`src/rtl/trace_pkg.sv`:
```
// trace_pkg: definitions shared by the trace capture block.
//   trace_state_t : capture FSM state, encoded as seen on the 'state' port
//                   (IDLE=0, ARMED=1, POST=2, DONE=3).
//   ch_lo()       : bit offset of channel 'ch' inside a packed sample whose
//                   channels are each 'width' bits (channel k at [k*width +: width]).
package trace_pkg;

    typedef enum logic [1:0] {
        ST_IDLE  = 2'd0,
        ST_ARMED = 2'd1,
        ST_POST  = 2'd2,
        ST_DONE  = 2'd3
    } trace_state_t;

    function automatic int ch_lo(input int ch, input int width);
        return ch * width;
    endfunction

endpackage

```
`src/rtl/trace_ram.sv`:
```
// trace_ram: sample storage for trace_capture.
// DEPTH x DW array with one write port and one registered read port. The
// array itself is never reset; only the read register clears on rst.
// Ports:
//   clk, rst        clock and synchronous active-high reset (read register only)
//   we, waddr, wdata write enable, address and data
//   raddr           read address
//   rdata           registered read data, valid one cycle after raddr
module trace_ram #(
    parameter int DEPTH = 16,
    parameter int DW    = 32,
    localparam int AW   = $clog2(DEPTH)
) (
    input  logic          clk,
    input  logic          rst,
    input  logic          we,
    input  logic [AW-1:0] waddr,
    input  logic [DW-1:0] wdata,
    input  logic [AW-1:0] raddr,
    output logic [DW-1:0] rdata
);

    logic [DW-1:0] mem [DEPTH];

    always_ff @(posedge clk) begin
        if (we) begin
            mem[waddr] <= wdata;
        end
    end

    always_ff @(posedge clk) begin
        if (rst) begin
            rdata <= '0;
        end else begin
            rdata <= mem[raddr];
        end
    end

endmodule

```
`src/rtl/trace_capture.sv`:
```
// trace_capture: triggered multi-channel trace buffer.
// After 'arm' the block records every valid sample into a circular buffer
// until a masked match on one channel fires the trigger; it then records
// POST further samples and stops in DONE, leaving the pre- and post-trigger
// history readable oldest-first through rd_addr.
// Ports:
//   clk, rst              clock, synchronous active-high reset
//   cap_data, cap_valid   packed NCH x WIDTH sample and its qualifier
//   arm, abort            start / cancel a capture (single-cycle pulses)
//   trig_ch               channel examined for the trigger
//   trig_value, trig_mask trigger pattern and care mask
//   rd_addr, rd_data      readout index (0 = oldest) and registered data
//   state, done           FSM state and DONE flag
//   wrapped               buffer overwrote itself during this capture
//   sample_count          valid entries, saturates at DEPTH
//   trig_index            readout index of the trigger sample (valid in DONE)
module trace_capture
    import trace_pkg::*;
#(
    parameter int WIDTH  = 16,
    parameter int NCH    = 2,
    parameter int DEPTH  = 16,
    parameter int POST   = DEPTH / 2,
    localparam int AW    = $clog2(DEPTH),
    localparam int CW    = AW + 1,
    localparam int TCW   = (NCH > 1) ? $clog2(NCH) : 1,
    localparam int DW    = NCH * WIDTH
) (
    input  logic             clk,
    input  logic             rst,
    input  logic [DW-1:0]    cap_data,
    input  logic             cap_valid,
    input  logic             arm,
    input  logic             abort,
    input  logic [TCW-1:0]   trig_ch,
    input  logic [WIDTH-1:0] trig_value,
    input  logic [WIDTH-1:0] trig_mask,
    input  logic [AW-1:0]    rd_addr,
    output logic [DW-1:0]    rd_data,
    output logic [1:0]       state,
    output logic             done,
    output logic             wrapped,
    output logic [CW-1:0]    sample_count,
    output logic [AW-1:0]    trig_index
);

    if (((DEPTH & (DEPTH - 1)) != 0) || (DEPTH < 4)) begin : g_bad_depth
        $error("trace_capture: DEPTH must be a power of two and at least 4");
    end
    if ((POST < 1) || (POST > DEPTH - 1)) begin : g_bad_post
        $error("trace_capture: POST must be in 1..DEPTH-1");
    end

    trace_state_t     state_q, state_nxt;
    logic [AW-1:0]    wr_ptr;
    logic [AW-1:0]    post_cnt;
    logic [WIDTH-1:0] trig_sample;
    logic             trig_hit;
    logic             wr_en;
    logic             clear;
    logic [CW-1:0]    cnt_inc;
    logic [AW-1:0]    rd_phys;

    // Select the trigger channel out of the packed sample.
    always_comb begin
        trig_sample = '0;
        for (int k = 0; k < NCH; k++) begin
            if (trig_ch == TCW'(k)) begin
                trig_sample = cap_data[ch_lo(k, WIDTH) +: WIDTH];
            end
        end
    end

    assign trig_hit = (((trig_sample ^ trig_value) & trig_mask) == '0);

    always_ff @(posedge clk) begin
        if (rst) begin
            state_q <= ST_IDLE;
        end else begin
            state_q <= state_nxt;
        end
    end

    // Next state, write enable and capture-restart strobe. The arm cycle is
    // spent in IDLE/DONE, so a trigger pattern on that cycle is never seen.
    // abort is tested first so it wins over a trigger in the same cycle.
    always_comb begin
        state_nxt = state_q;
        wr_en     = 1'b0;
        clear     = 1'b0;
        case (state_q)
            ST_IDLE, ST_DONE: begin
                if (arm) begin
                    state_nxt = ST_ARMED;
                    clear     = 1'b1;
                end
            end
            ST_ARMED: begin
                if (abort) begin
                    state_nxt = ST_IDLE;
                end else if (cap_valid) begin
                    wr_en = 1'b1;
                    if (trig_hit) begin
                        state_nxt = ST_POST;
                    end
                end
            end
            ST_POST: begin
                if (abort) begin
                    state_nxt = ST_IDLE;
                end else if (cap_valid) begin
                    wr_en = 1'b1;
                    if (post_cnt == AW'(POST - 1)) begin
                        state_nxt = ST_DONE;
                    end
                end
            end
            default: begin
                state_nxt = ST_IDLE;
            end
        endcase
    end

    assign cnt_inc = (sample_count == CW'(DEPTH)) ? sample_count : sample_count + CW'(1);

    always_ff @(posedge clk) begin
        if (rst) begin
            wr_ptr       <= '0;
            post_cnt     <= '0;
            sample_count <= '0;
            wrapped      <= 1'b0;
            trig_index   <= '0;
        end else if (clear) begin
            wr_ptr       <= '0;
            post_cnt     <= '0;
            sample_count <= '0;
            wrapped      <= 1'b0;
        end else begin
            if (wr_en) begin
                wr_ptr       <= wr_ptr + AW'(1);
                sample_count <= cnt_inc;
                if (wr_ptr == AW'(DEPTH - 1)) begin
                    wrapped <= 1'b1;
                end
            end
            if (wr_en && (state_q == ST_POST)) begin
                post_cnt <= post_cnt + AW'(1);
            end
            // The trigger sample sits POST entries before the newest one.
            if ((state_q == ST_POST) && (state_nxt == ST_DONE)) begin
                trig_index <= AW'(cnt_inc - CW'(POST + 1));
            end
        end
    end

    // Once wrapped, the oldest entry is the one about to be overwritten.
    assign rd_phys = wrapped ? (wr_ptr + rd_addr) : rd_addr;

    trace_ram #(
        .DEPTH (DEPTH),
        .DW    (DW)
    ) u_ram (
        .clk   (clk),
        .rst   (rst),
        .we    (wr_en),
        .waddr (wr_ptr),
        .wdata (cap_data),
        .raddr (rd_phys),
        .rdata (rd_data)
    );

    assign state = state_q;
    assign done  = (state_q == ST_DONE);

endmodule

```
`config.mk`:
```
export PLATFORM = sky130hd
export DESIGN_NAME = trace_capture
export DESIGN_NICKNAME = d
export VERILOG_FILES = /design/src/rtl/trace_pkg.sv /design/src/rtl/trace_ram.sv /design/src/rtl/trace_capture.sv
export SDC_FILE = /design/constraint.sdc
export NUM_CORES = 1
export LEC_CHECK = 0
export ABC_AREA = 1
export BUFFER_PORTS_ARGS = -buffer_cell sky130_fd_sc_hd__buf_2
export CORE_UTILIZATION = 40
export CTS_CLUSTER_DIAMETER = 100
export DETAILED_ROUTE_END_ITERATION = 10
export GPL_TIMING_DRIVEN = 0
export PLACE_DENSITY = 0.54
export SETUP_SLACK_MARGIN = 0.3
export SYNTH_ARGS = -nofsm -noshare
export SYNTH_HDL_FRONTEND = slang
export SYNTH_HIERARCHICAL = 1
export SYNTH_SLANG_ARGS = --single-unit
export TNS_END_PERCENT = 50
```
`constraint.sdc`:
```
create_clock -name clk -period 4.38 [get_ports clk]
set_input_delay 0.657 -clock clk [delete_from_list [all_inputs] [get_ports clk]]
set_output_delay 0.657 -clock clk [all_outputs]
set_load 0.01 [all_outputs]
```
==> results of run 1 <==
-- Yosys cell counts, types with 2 or more instances --
cell type / instances / area [sq um]
a21oi_1: 52 / 260
buf_8: 3 / 45.0
o21ai_1: 2 / 10.0
nor2_1: 39 / 146
inv_6: 2 / 17.5
nor3_1: 2 / 10.0
inv_1: 294 / 1100
nand2_2: 27 / 169
xor2_1: 6 / 52.6
nand4_1: 3 / 18.8
nand3b_1: 9 / 67.6
clkbuf_1: 14 / 52.6
buf_2: 53 / 265
ha_1: 11 / 138
buf_12: 6 / 120
nand2_1: 854 / 3210
buf_1: 11 / 41.3
nand3_1: 352 / 1760
dfxtp_1: 52 / 1040
edfxtp_1: 512 / 15400
o21ai_0: 13 / 65.1
buf_6: 24 / 270
-- power breakdown --
part | switching, W | internal [W]
sequential | 0.0000103 | 0.00590
combinational | 0.000597 | 0.000233
clock | 0.00206 | 0.00273
total | 0.00267 | 0.00886
-- cells by family (layout without fill, tap and decap cells) --
| logic type | Yosys count | after routing |
|---|---|---|
| buf+inv | 409 | 655 |
| flops | 564 | 564 |
| xor+xnor | 6 | 6 |
| fa+ha+maj | 12 | 12 |
| simple gates | 1289 | 1289 |
| compound gates | 71 | 71 |
-- sequential cells by signal (all words and copies together), names as in the netlist --
signal        flops
u_ram/rdata      32
wr_ptr            4
trig_index        4
u_ram/mem       512
post_cnt          4
wrapped           1
state             2
sample_count      5
-- path summary, 6_finish.rpt --
path	end	slack [ps]	start
hold / removal	state[1]$_SDFF_PP0_	390	abort
setup reg to reg	u_ram/rdata[22]$_SDFF_PP0_	560	wr_ptr[0]$_SDFFE_PP0P_
setup / recovery	u_ram/rdata[22]$_SDFF_PP0_	560	wr_ptr[0]$_SDFFE_PP0P_
hold reg to reg	post_cnt[0]$_SDFFE_PP0P_	470	post_cnt[0]$_SDFFE_PP0P_
-- routing by layer --
layer / wire length (um) / GRT usage / part of all wire / vias up
met4: 2680 / 0.0926 / 0.035 / 0
met5: 0 / 0 / 0 / -
met2: 35200 / 0.400 / 0.47 / 736
met3: 5720 / 0.0291 / 0.075 / 145
li1: - / - / - / 8106
met1: 32100 / 0.337 / 0.42 / 8532
-- through the flow --
step | TNS (ps) | hold WS (ps) | power (W)
3_5_place_dp | 0 | 465 | 0.00685
6_report | 0 | 387 | 0.0115
4_1_cts | 0 | 351 | 0.0116
5_1_grt | 0 | 387 | 0.0119
2_1_floorplan | 0 | 438 | 0.00645
3_3_place_gp | -657270 | 447 | 0.00683
-- final cells by class --
class / count / share of cell area
clock inverter: 20 / 0.00560
inverter: 297 / 0.0397
buffer: 112 / 0.0283
sequential: 564 / 0.579
timing repair buffer: 138 / 0.0389
tap: 782 / 0.0345
multi-input combinational: 1378 / 0.215
clock buffer: 88 / 0.0588
-- critical path, cell delays in order (launching register included) --
cell	delay, ps
dfxtp_1	480
ha_1	210
inv_1	60
fa_1	370
xor2_1	170
o21ai_0	670
buf_2	410
buf_1	820
nand3_1	220
nand3_1	160
a21oi_1	100
==> metrics.txt, run 1 <==
DP Worst Slack 274 ps; Pwr per Cell Area 406 nW/um^2; Max Freq 262 MHz; total CTS buffers 59; wire per inst 22.4 um; Setup CP Type flop to flop; dpl hpwl 51.0 mm; Port Buffers 117; min cycle time layout 3820 ps; post-layout util 0.471; initial antenna violation count 0; remaining antenna violation count 0; sequential fraction of the synthesis area 0.675; all-layer global routing usage 0.245; CTS tree done; 1st-iter DRT viols 1581; Min-Delay Path Class input port to flop; via count 17500; post-synthesis register bit count 564; yosys warns 6; CTS Hold Bufs 0; max_cap viols 0; mux contribution to synthesized area 0; Layout Skew 28.2 ps; Critical Path RT 4870 ps; EDFF count, synth 512; die area 61800 sq um; Rows 90; area share of fa/ha/maj cells after synthesis 0.00648; root buf cell clkbuf_16; clk slew on worst S/H paths 60 ps; Distinct cells, synth 32; Slew Viols, Final 0; Detailed Route WL 75.7 mm; largest net degree at the start of global routing 23; Synth Flop Type edfxtp_1; H-tree depth 2; Slew HR 0.153; final setup margin 559 ps; worst ir drop on vdd 0.000325 V; outcome completed; hold path cells 4; DIE WIDTH 249 um; RSZ-0062 raised after global routing no; most frequent cells in the layout nand2_1 (854), edfxtp_1 (512), nand3_1 (352); post-synthesis compound-gate area fraction 0.0153; Async SR Flop Fraction 0; final std cells w/o fill 3379; vias in the first global route 16700; CP Launch Type flop; Synth Area in Simple Gates 0.222; post-route DRC violation count 0; design area 28400 sq um; Max FO, Critical Path 10; period utilisation layout 0.872; Placed Instances 3271; CTS resizes 0; CTS Buffer Depth 3; layout filler cell count 5513; largest family of logic cells by synthesized area simple AND/OR/NAND/NOR gates; post-synthesis cell count 2351; Worst Setup End Kind flop; actual slew at the worst max-slew pin 1270 ps; first-pass GRT wire length 110 mm; crit path DAT 4310 ps; post-CTS setup buffer count 0; Initial Util 0.404; Pre-Repair DR Iteration Count 7; Nets 2636; layout cells sized above 1 0.134; Post-Synth XOR/XNOR Area 0.00216; Worst-Skew Late Latency 640 ps; Area growth, synth to finish 16.6%; Core ar. 60200 sq um; multi-input logic area 6110 sq um; Placed Instance Area 26500 sq um; Die H 249 um; grt total ovfl 0; Reg area 16400 sq um; Placer Congestion 0.843; mapped cell area 24300 sq um; Fin. Hold Viols 0; post-DR vias/cell 5.18; most common cell after layout, fill and taps aside nand2_1; CTS sink count 564; Pleak 11.9 nW; Mapped Nets 2437; reg2reg path depth 10; final setup violation count 0; I/O pin cnt 119; Synth Area per Inst 10.3 sq um; Antenna Cells 0
(Power assumes the default switching activity.)
==> run 2: changes to the inputs <==
--- a/config.mk
+++ b/config.mk
@@ -9,4 +9,5 @@
 export BUFFER_PORTS_ARGS = -buffer_cell sky130_fd_sc_hd__buf_2
 export CORE_UTILIZATION = 40
+export CTS_BUF_LIST = sky130_fd_sc_hd__clkbuf_16
 export CTS_CLUSTER_DIAMETER = 100
 export DETAILED_ROUTE_END_ITERATION = 10
==> constraint.sdc (replaced) <==
create_clock -name clk -period 4.38 [get_ports clk]
set_input_delay 0.438 -clock clk [delete_from_list [all_inputs] [get_ports clk]]
set_output_delay 0.438 -clock clk [all_outputs]
set_load 0.01 [all_outputs]
==> metrics.txt, run 2 (same netlist as run 1, synthesis figures left out) <==
post-layout util 0.470 (was 0.471); period utilisation layout 0.888 (was 0.872); grt total ovfl 0 (unchanged); post-DR vias/cell 5.17 (was 5.18); top flop regs u_ram/mem (512), u_ram/rdata (32), sample_count (5) (unchanged); launch point of the worst reg-to-reg path wr_ptr[0]$_SDFFE_PP0P_ (unchanged); Detailed Route WL 75.7 mm (about the same); Die H 249 um (unchanged); worst ir drop on vdd 0.000324 V (was 0.000325 V); largest net degree at the start of global routing 23 (unchanged); most common cell after layout, fill and taps aside nand2_1 (unchanged); Max Freq 257 MHz (was 262 MHz); max_cap viols 0 (unchanged); Fin. Hold Viols 0 (unchanged); final setup violation count 0 (unchanged); min cycle time layout 3890 ps (was 3820 ps); Slew Viols, Final 0 (unchanged); Reg area 16400 sq um (unchanged); Pre-Repair DR Iteration Count 7 (unchanged); most frequent cells in the layout nand2_1 (854), edfxtp_1 (512), nand3_1 (352) (unchanged); Worst-Skew Late Latency 640 ps (about the same); largest register by flop count u_ram/mem (unchanged); total CTS buffers 59 (unchanged); via count 17500 (about the same); CTS Hold Bufs 0 (unchanged); vias in the first global route 16700 (about the same); crit path DAT 4380 ps (was 4310 ps); 1st-iter DRT viols 1456 (was 1581); initial antenna violation count 0 (unchanged); CP Launch Type flop (unchanged); Slew HR 0.192 (was 0.153); first-pass GRT wire length 110 mm (about the same); max reg flops 512 (unchanged); DIE WIDTH 249 um (unchanged); Worst Setup End Kind flop (unchanged); CTS sink count 564 (unchanged); layout cells sized above 1 0.132 (was 0.134); Rows 90 (unchanged); Core ar. 60200 sq um (unchanged); outcome completed (unchanged); Initial Util 0.404 (unchanged); Placer Congestion 0.843 (unchanged); Pleak 11.9 nW (about the same); Fin Hold WS 164 ps (was 387 ps); Min-Delay Path Class input port to flop (unchanged); post-route DRC violation count 0 (unchanged); setup_tns 0 ps (unchanged); remaining antenna violation count 0 (unchanged); wire per inst 22.4 um (about the same); die area 61800 sq um (unchanged); RSZ-0062 raised after global routing no (unchanged); Nets 2636 (unchanged); Antenna Cells 0 (unchanged); Port Buffers 117 (unchanged); CP startpoint wr_ptr[0]$_SDFFE_PP0P_ (unchanged); Area growth, synth to finish 16.3% (was 16.6%); Critical Path RT 4870 ps (about the same); CTS Buffer Depth 3 (unchanged); H-tree depth 2 (unchanged); reg2reg path depth 10 (unchanged); Setup CP Type flop to flop (unchanged); Setup crit end u_ram/rdata[22]$_SDFF_PP0_ (unchanged); Layout Skew 29.9 ps (was 28.2 ps); Worst R2R End u_ram/rdata[22]$_SDFF_PP0_ (unchanged); multi-input logic area 6110 sq um (unchanged); root buf cell clkbuf_16 (unchanged); all-layer global routing usage 0.245 (about the same); clk slew on worst S/H paths 60 ps (about the same); I/O pin cnt 119 (unchanged); CTS tree done (unchanged); dpl hpwl 51.0 mm (unchanged); Max FO, Critical Path 10 (unchanged); CTS resizes 0 (unchanged); post-CTS setup buffer count 0 (unchanged); register-to-register setup slack 490 ps (was 560 ps); Pwr per Cell Area 402 nW/um^2 (was 406 nW/um^2); total chip power 0.0114 W (was 0.0115 W); layout filler cell count 5525 (was 5513); actual slew at the worst max-slew pin 1210 ps (was 1270 ps)
## run 2: metal layers
metal	share of wire	global-route usage	up-vias
met5	0	0	-
met4	0.034	0.0916	0
met3	0.070	0.0290	136
met2	0.47	0.400	679
met1	0.43	0.337	8533
li1	-	-	8108
## run 2: worst max-delay path, cell delays in order, from the launching register on
cell     delay [ps]
dfxtp_1         480
ha_1            210
inv_1            60
fa_1            370
xor2_1          170
o21ai_0         700
buf_2           410
buf_1           840
nand3_1         220
nand3_1         170
a21oi_1         100
## run 2: worst min-delay path by stage
stage	startpoint	slack, ps	end	cells past startpoint
after global routing	abort	170	state[0]$_SDFF_PP0_	4
final	abort	160	state[1]$_SDFF_PP0_	4
after CTS	abort	130	state[1]$_SDFF_PP0_	4
after global placement	post_cnt[0]$_SDFFE_PP0P_	450	post_cnt[0]$_SDFFE_PP0P_	2
after floorplan	post_cnt[0]$_SDFFE_PP0P_	440	post_cnt[0]$_SDFFE_PP0P_	2
after detailed placement	post_cnt[0]$_SDFFE_PP0P_	460	post_cnt[0]$_SDFFE_PP0P_	2
## run 2: layout make-up
| class | instances | area share |
|---|---|---|
| inverters | 297 | 0.0398 |
| flip-flops and latches | 564 | 0.580 |
| plain buffers | 112 | 0.0283 |
| repair buffers | 138 | 0.0390 |
| clock inverters | 48 | 0.00933 |
| clock buffers | 60 | 0.0531 |
| multi-input cells | 1378 | 0.216 |
| well taps | 782 | 0.0346 |
## run 2: per-stage QoR
step,instances,area [sq um],setup slack [ps]
final,3379,28300,491
after global routing,3379,28300,328
after CTS,3379,28300,501
after detailed placement,3271,26500,493
after global placement,3250,25900,-1470
after floorplan,2351,24300,764
## run 2: power breakdown
| part | switching [W] | total, W | internal, W |
|---|---|---|---|
| Combinational | 0.000598 | 0.000832 | 0.000233 |
| Clock | 0.00206 | 0.00463 | 0.00257 |
| Sequential | 0.0000103 | 0.00591 | 0.00590 |
